**config.mk**
```make
export PLATFORM = sky130hd
export DESIGN_NAME = da2_dac_tx
export DESIGN_NICKNAME = d
export VERILOG_FILES = /design/src/rtl/da2_dac_tx_pkg.sv /design/src/rtl/da2_dac_tx_shifter.sv /design/src/rtl/da2_dac_tx.sv
export SDC_FILE = /design/constraint.sdc
export NUM_CORES = 1
export LEC_CHECK = 0
export ABC_CLOCK_PERIOD_IN_PS = 1880
export BUFFER_PORTS_ARGS = -buffer_cell sky130_fd_sc_hd__buf_4
export CAP_MARGIN = 20
export CORE_MARGIN = 3
export CORE_UTILIZATION = 44
export DETAILED_ROUTE_END_ITERATION = 8
export GPL_ROUTABILITY_DRIVEN = 0
export PLACE_DENSITY = 0.75
export SYNTH_ARGS = -nofsm -noshare
export SYNTH_HDL_FRONTEND = slang
export SYNTH_SLANG_ARGS = --single-unit
```
**constraint.sdc**
```tcl
create_clock -name CLK -period 1.88 [get_ports CLK]
set_input_delay 0.188 -clock CLK [delete_from_list [all_inputs] [get_ports CLK]]
set_output_delay 0.188 -clock CLK [all_outputs]
set_load 0.02 [all_outputs]
```
**src/rtl/da2_dac_tx_pkg.sv**
```systemverilog
// Shared constants and types for the Pmod DA2 dual-DAC serial transmitter.
package da2_dac_tx_pkg;

  localparam int         FRAME_BITS = 16;
  localparam int         DATA_BITS  = 12;
  localparam logic [1:0] PD_NORMAL  = 2'b00;

  typedef enum logic [1:0] {
    IDLE,
    SHIFT,
    GAP
  } state_t;

  // DAC121S101 input word: two don't-care zeros, power-down mode, sample.
  typedef struct packed {
    logic [1:0]           rsvd;
    logic [1:0]           pd;
    logic [DATA_BITS-1:0] data;
  } frame_t;

  function automatic frame_t make_frame(input logic [1:0] pd, input logic [DATA_BITS-1:0] data);
    frame_t f;
    f.rsvd = 2'b00;
    f.pd   = pd;
    f.data = data;
    return f;
  endfunction

endpackage

```
**src/rtl/da2_dac_tx_shifter.sv**
```systemverilog
// One-channel frame shift register; the MSB flop drives the DAC data pin directly.
// Loads in one cycle; shifts one bit per shift strobe, zero-filling so DIN idles low.
module dac_chan_shifter
  import da2_dac_tx_pkg::*;
(
  input  logic                  clk,
  input  logic                  rst,
  input  logic                  load,
  input  logic                  shift,
  input  logic [FRAME_BITS-1:0] word,
  output logic                  dout
);

  logic [FRAME_BITS-1:0] sr;

  always_ff @(posedge clk or posedge rst) begin
    if (rst) begin
      sr <= '0;
    end else if (load) begin
      sr <= word;
    end else if (shift) begin
      sr <= {sr[FRAME_BITS-2:0], 1'b0};
    end
  end

  assign dout = sr[FRAME_BITS-1];

endmodule

```
**src/rtl/da2_dac_tx.sv**
```systemverilog
// Pmod DA2 transmitter: one sample pair per valid/ready handshake, sent as a SYNC-framed 16-bit word.
// Frame starts on the accept edge; in_ready is high only in IDLE, so frame period is 34*CLK_DIV+1 cycles.
module da2_dac_tx
  import da2_dac_tx_pkg::*;
#(
  parameter int CLK_DIV = 2
) (
  input  logic                 CLK,
  input  logic                 RST,
  input  logic                 in_valid,
  output logic                 in_ready,
  input  logic [DATA_BITS-1:0] data_a,
  input  logic [DATA_BITS-1:0] data_b,
  input  logic [1:0]           pd,
  output logic                 SYNC,
  output logic                 SCLK,
  output logic                 DINA,
  output logic                 DINB,
  output logic                 busy
);

  localparam int               DIV_W    = $clog2(CLK_DIV) + 1;
  localparam logic [DIV_W-1:0] DIV_LAST = DIV_W'(CLK_DIV - 1);

  state_t           state, state_nxt;
  logic [DIV_W-1:0] div_cnt;
  logic [3:0]       bit_cnt;
  logic             div_last;
  logic             accept;
  logic             load;
  logic             shift;
  frame_t           word_a, word_b;

  assign in_ready = (state == IDLE) & ~RST;
  assign accept   = in_valid & in_ready;
  assign div_last = (div_cnt == DIV_LAST);
  assign word_a   = make_frame(pd, data_a);
  assign word_b   = make_frame(pd, data_b);

  always_ff @(posedge CLK or posedge RST) begin
    if (RST) begin
      state <= IDLE;
    end else begin
      state <= state_nxt;
    end
  end

  // A shift at the end of bit 0 also empties the shifters, so DIN* drops to 0 in GAP.
  always_comb begin
    state_nxt = state;
    load      = 1'b0;
    shift     = 1'b0;
    case (state)
      IDLE: begin
        if (accept) begin
          load      = 1'b1;
          state_nxt = SHIFT;
        end
      end
      SHIFT: begin
        if (div_last && !SCLK) begin
          shift = 1'b1;
          if (bit_cnt == 4'd0) begin
            state_nxt = GAP;
          end
        end
      end
      GAP: begin
        if (div_last && bit_cnt == 4'd0) begin
          state_nxt = IDLE;
        end
      end
      default: state_nxt = IDLE;
    endcase
  end

  // In GAP, bit_cnt is reused to count the two half-bit periods of SYNC-high time.
  always_ff @(posedge CLK or posedge RST) begin
    if (RST) begin
      div_cnt <= '0;
      bit_cnt <= '0;
      SYNC    <= 1'b1;
      SCLK    <= 1'b1;
      busy    <= 1'b0;
    end else begin
      case (state)
        IDLE: begin
          div_cnt <= '0;
          if (load) begin
            bit_cnt <= 4'(FRAME_BITS - 1);
            SYNC    <= 1'b0;
            SCLK    <= 1'b1;
            busy    <= 1'b1;
          end
        end
        SHIFT: begin
          if (div_last) begin
            div_cnt <= '0;
            if (SCLK) begin
              SCLK <= 1'b0;
            end else if (bit_cnt == 4'd0) begin
              SYNC    <= 1'b1;
              SCLK    <= 1'b1;
              bit_cnt <= 4'd1;
            end else begin
              SCLK    <= 1'b1;
              bit_cnt <= bit_cnt - 4'd1;
            end
          end else begin
            div_cnt <= div_cnt + DIV_W'(1);
          end
        end
        GAP: begin
          if (div_last) begin
            div_cnt <= '0;
            if (bit_cnt == 4'd0) begin
              busy <= 1'b0;
            end else begin
              bit_cnt <= bit_cnt - 4'd1;
            end
          end else begin
            div_cnt <= div_cnt + DIV_W'(1);
          end
        end
        default: begin
          div_cnt <= '0;
        end
      endcase
    end
  end

  dac_chan_shifter u_shift_a (
    .clk   (CLK),
    .rst   (RST),
    .load  (load),
    .shift (shift),
    .word  (word_a),
    .dout  (DINA)
  );

  dac_chan_shifter u_shift_b (
    .clk   (CLK),
    .rst   (RST),
    .load  (load),
    .shift (shift),
    .word  (word_b),
    .dout  (DINB)
  );

endmodule

```
**After elaboration in Yosys (flattened, before gate mapping)**

Cells that the tools add are included.
W data, S select, Z words.

- Add/sub/neg operators: 2
- Equal/unequal tests: 13
- Mux-type cells: 34
- Bitwise logic cells: 3
- Reduce and logical (&&, ||, !) cells: 15

Operators with widths:

| cell | count |
|---|---|
| $mux W16 | 4 |
| $mux W4 | 6 |
| $ne A2 B2 Y1 const B | 10 |
| $mux W1 | 13 |
| $mux W2 | 6 |
| $pmux W4 S3 | 1 |
| $reduce_and A4 Y1 | 2 |
| $pmux W1 S2 | 3 |
| $pmux W2 S3 | 1 |
| $reduce_and A6 Y1 | 1 |
| $reduce_bool A2 Y1 | 3 |
| $reduce_and A5 Y1 | 1 |
| $eq A2 B1 Y1 const B | 2 |
| $logic_not A4 Y1 | 1 |
| $sub A4 B1 Y4 const B | 1 |
| $reduce_and A3 Y1 | 1 |
| $reduce_bool A3 Y1 | 1 |
| $add A2 B1 Y2 const B | 1 |
| $and A1 B1 Y1 | 2 |
| $eq A2 B2 Y1 const B | 1 |
| $logic_and A1 B1 Y1 | 2 |
| $logic_not A2 Y1 | 1 |
| $reduce_or A2 Y1 | 1 |
| $logic_not A1 Y1 | 1 |
| $not A1 Y1 | 1 |

- Register bits: 43
- Output and inout port bits: 6
- Logic and storage cells: 75

**Depth between registers and ports, before layout**

- Depth in word-level cells: 7
- Mapped depth: 7
- Gate-level depth less buffers: 6

**Hierarchy**

A second synthesis with hierarchy kept.

- Cell total of the unflattened synthesis: 216
- Area total of the unflattened synthesis: 2205.9 um^2

Modules (own cells, without submodules):

| module | times used | cells each | area each (um^2) | sequential area each (um^2) |
|---|---|---|---|---|
| dac_chan_shifter | 2 | 70 | 745.7 | 400.4 |
| da2_dac_tx | 1 | 76 | 714.4 | 277.8 |

**Worst setup path before layout**

No wires, ideal clock.

- Kind: register to register
- Start: reg state[0]
- End: reg u_shift_a.sr[0]
- Data arrival time: 1.793 ns
- Data required time: 1.759 ns
- Slack: -0.034 ns
- Stages on the path, launching flop included: 8
- Path buffers: 1
- Cells stage by stage: dfrtp_1 inv_1 ha_1 nor2b_1 and2_1 clkbuf_1 nor2_1 a22o_1

- Word-level cells in the longest chain between the ends: 6

Ends and longest elaborated chain:

| element | line | source |
|---|---|---|
| from (decl) | da2_dac_tx.sv:25 | `state_t state, state_nxt;` |
| from (signal assigned) | da2_dac_tx.sv:44 | `state <= state_nxt;` |
| $logic_not A2 Y1 (*) | da2_dac_tx.sv:34 | `assign in_ready = (state == IDLE) & ~RST;` |
| $and A1 B1 Y1 (*) | da2_dac_tx.sv:34 |  |
| net in_ready | da2_dac_tx.sv:11 | `output logic in_ready,` |
| $and A1 B1 Y1 (*) | da2_dac_tx.sv:35 | `assign accept = in_valid & in_ready;` |
| $mux W1 (*) | da2_dac_tx.sv:55 | `if (accept) begin` |
| $mux W1 (*) | da2_dac_tx.sv:53 | `case (state)` |
| $mux W16 or $reduce_bool A2 Y1 (tied branches) | n/a |  |
| to (signal assigned) | da2_dac_tx_shifter.sv:20 | `sr <= word;` |
| to (signal assigned) | da2_dac_tx_shifter.sv:22 | `sr <= {sr[FRAME_BITS-2:0], 1'b0};` |
| to (decl) | da2_dac_tx_shifter.sv:14 | `logic [FRAME_BITS-1:0] sr;` |

Mark *: on every way through the listed nets, which the timed path passes. The rest lies on a longest branch.
A chain may end at the register's enable or synchronous reset.

**Worst setup path in the final report**

- Start: reg div_cnt[1]
- End: reg state[0]

- Word-level cells in the longest chain between the ends: 4

Ends and longest elaborated chain:

| element | line | source |
|---|---|---|
| from (decl) | da2_dac_tx.sv:26 | `logic [DIV_W-1:0] div_cnt;` |
| from (signal assigned) | da2_dac_tx.sv:110 | `div_cnt <= div_cnt + DIV_W'(1);` |
| from (signal assigned) | da2_dac_tx.sv:122 | `div_cnt <= div_cnt + DIV_W'(1);` |
| $eq A2 B1 Y1 (*) | da2_dac_tx.sv:36 | `assign div_last = (div_cnt == DIV_LAST);` |
| $logic_and A1 B1 Y1 (on tied branches) | da2_dac_tx.sv:69, da2_dac_tx.sv:61 |  |
| $ne A2 B2 Y1 (no line) | n/a |  |
| $reduce_and A4 Y1 (no line) (*) | n/a |  |

Every way passes the cells marked *; elsewhere a longest branch is shown, timed or not.

==> metrics.cfg <==
[timing]
finClkSkew_ps=10.30
finalSetupTns_ps=0
tightest_slew_ps=532.3
final_hold_viol_count=0
min_period_over_period=0.9428
finalMaxSlewViolations=0
rsz0062_at_grt=false
layout_setup_ws_ps=107.6
fmax_ghz=0.5642
setup-violations-final=0
min_period_ps=1772
relSlewSlack=0.6451

[power_and_ir_drop]
switching_share=0.3834
p_comb_frac=0.476
ir_worst_vdd_v=0.0008325
leakage_nw=1.198
seqPwrFrac=0.387
p_sw_mw=1.627
p_per_area_nw_per_um2=1635
intPower_mw=2.617
p_clk_frac=0.136

[final_layout]
drive_gt1_frac=0.2509
area_delta_synth_final_pct=23.88
finalNetCount=313
diodes=0
fin_util=0.5803

[setup_path]
ff2ff_setup_slack_ps=110
slowest_stage=or3b_4
critical-path-top-delay-family=simple AND/OR/NAND/NOR gates
crit_chain=or3b_4 -> a222oi_1 -> buf_4 -> o21ai_1 -> mux2_2
ff2ff_path_depth=5
startpoint_type=flop
worstSetupPathType=flop to flop
worstPathArrival_ps=1960
cp-end-kind=flop
crit_cells=5
crit_required_ps=2070
critPathBufInv=1
critPathMaxFanout=4
slowest_delay_ps=420

[global_route]
grt_usage=0.1788
grt_max_degree=51
grt_pass1_vias=1781
grt_pass1_wl_um=7741
grtUsageMet2=0.2863
grt_use_met3=0.04272
busiest_layer=met2
met1_usage=0.2365
antenna_found_initial=0
grt_overflow=0

[synthesis]
syn_avg_cell_area_sq_um=8.732
ys_async_sr_fraction=1.000
synth.most_common_cell=nand2_1
ys_top_cells_by_area=dfrtp_1, nand2_1, a31oi_1
yosys.area.top_type=dfrtp_1
synthTopCellsByCount=nand2_1, dfrtp_1, nor2_1
seq_area_frac_synth=0.5146
yosysUniqueCellTypes=32
yosysWarnings=0
synth_edf_count=0
synthesis.area_sq_um=2096
ys_seq_elements=43
netlist.area_leader.share=0.4896
synth.net_count=275
syn_inst=240
synthFlopType=dfrtp_1

[clocking]
clock_path_buffers=2
clkTransAtPathRegs_ps=80
insertion_delay_ps=300
cts_made_buffers=5
hold_buffers=0
cts_tree=done
clockRootBuffer=clkbuf_8
cts.sink_count=43
htree_levels=2

[worst_hold_path]
hold_class=input port to asynchronous set/reset pin

[floorplan]
core_sq_um=4474
chipHeight_um=75.02
die_w_um=75.02
rows=24
initial_utilization=0.4684
io_pins=35
fp.dieArea_sq_um=5627

[placed_design]
dp.final_hpwl_um=3105
portBuffers=34
dp_slack_ps=-40.96

[detailed_routing]
drtPass1Iterations=4
drt-wirelength-per-cell_um=13.57
postRouteAntennaNets=0
drcViolationCount=0
wl_um=4493
vias=1783
drt_iter0_markers=130
via_per_inst=5.387

[status]
status=complete, no violations

[run]
maxCapViolCount=0

[layer usage]
layer  part of all wire  vias to the layer above
li1                   -                      898
met1               0.46                      843
met2               0.47                       33
met3              0.043                        9
met4              0.020                        0
met5                  0                        -
[stage by stage]
stage / instance area [sq um] / total power, mW / std cells / hold slack, ps
6_report: 2596 / 4.244 / 331 / 38.23
5_1_grt: 2596 / 4.629 / 331 / 85.99
4_1_cts: 2564 / 4.198 / 331 / 58.13
3_5_place_dp: 2465 / 3.567 / 322 / 384.2
3_3_place_gp: 2465 / 3.506 / 322 / 379.4
2_1_floorplan: 2105 / 2.980 / 240 / 327.9
[area by class of cell]
class | count | area (sq um)
Fill cell | 395 | 1878
Sequential cell | 43 | 1079
Multi-Input combinational cell | 178 | 991.0
Timing Repair Buffer | 45 | 357.8
Clock buffer | 6 | 72.57
Tap cell | 52 | 65.06
Inverter | 5 | 18.77
Clock inverter | 2 | 12.51
[power by group through the flow]
stage	registers, mW	clock network, mW	logic (mW)
finish	1.64	0.579	2.02
global route	1.70	0.623	2.30
CTS	1.64	0.598	1.96
detailed placement	1.64	0	1.92
global placement	1.64	0	1.87
floorplan	1.63	0	1.35
[cell families after synthesis]
logic type | after synthesis | synth area share
adder cells (fa/ha/maj) | 6 | 0.03582
AND/OR/NAND/NOR | 114 | 0.2340
multiplexers | 2 | 0.01075
flip-flops | 43 | 0.5146
AO/OA/AOI/OAI | 56 | 0.1707
buffers and inverters | 19 | 0.03403
[cell usage in the layout, fill, tap and decap left out, types with 4 or more instances in the layout]
cell type / n
clkbuf_8: 5
nand2b_1: 5
a21oi_1: 9
o21ai_0: 5
nor2_1: 29
nand2_1: 65
a22o_1: 4
buf_4: 42
dfrtp_1: 41
a31oi_1: 27
inv_1: 5
[sequential cells by signal, indices dropped and copies added (netlist names)]
register and count:
bit_cnt 4, u_shift_a.sr 16, SYNC 1, SCLK 1, div_cnt 2, state 2
u_shift_b.sr 16, busy 1
[tightest hold or removal path, cell delays in order]
cell	delay (ps)
buf_4	120
inv_1	40
buf_4	440
[path summary, 6_finish.rpt]
| check | start | endpoint |
|---|---|---|
| worst min register to register | u_shift_b.sr[0]$_DFFE_PP0P_ | u_shift_b.sr[0]$_DFFE_PP0P_ |
| min in group CLK | data_a[0] | u_shift_a.sr[0]$_DFFE_PP0P_ |
| worst min-delay path | RST | u_shift_b.sr[10]$_DFFE_PP0P_ |
| max in group asynchronous | RST | SCLK$_DFFE_PP1P_ |
| worst max-delay path | div_cnt[1]$_DFF_PP0_ | state[0]$_DFFE_PP0P_ |
| worst max register to register | div_cnt[1]$_DFF_PP0_ | state[0]$_DFFE_PP0P_ |
[repair_timing]
item	in CTS	in global routing
setup endpoints to repair	5	26
pin swaps	1	1
resized for setup	2	10
buffers inserted	1	0
(Power assumes the default switching activity.)
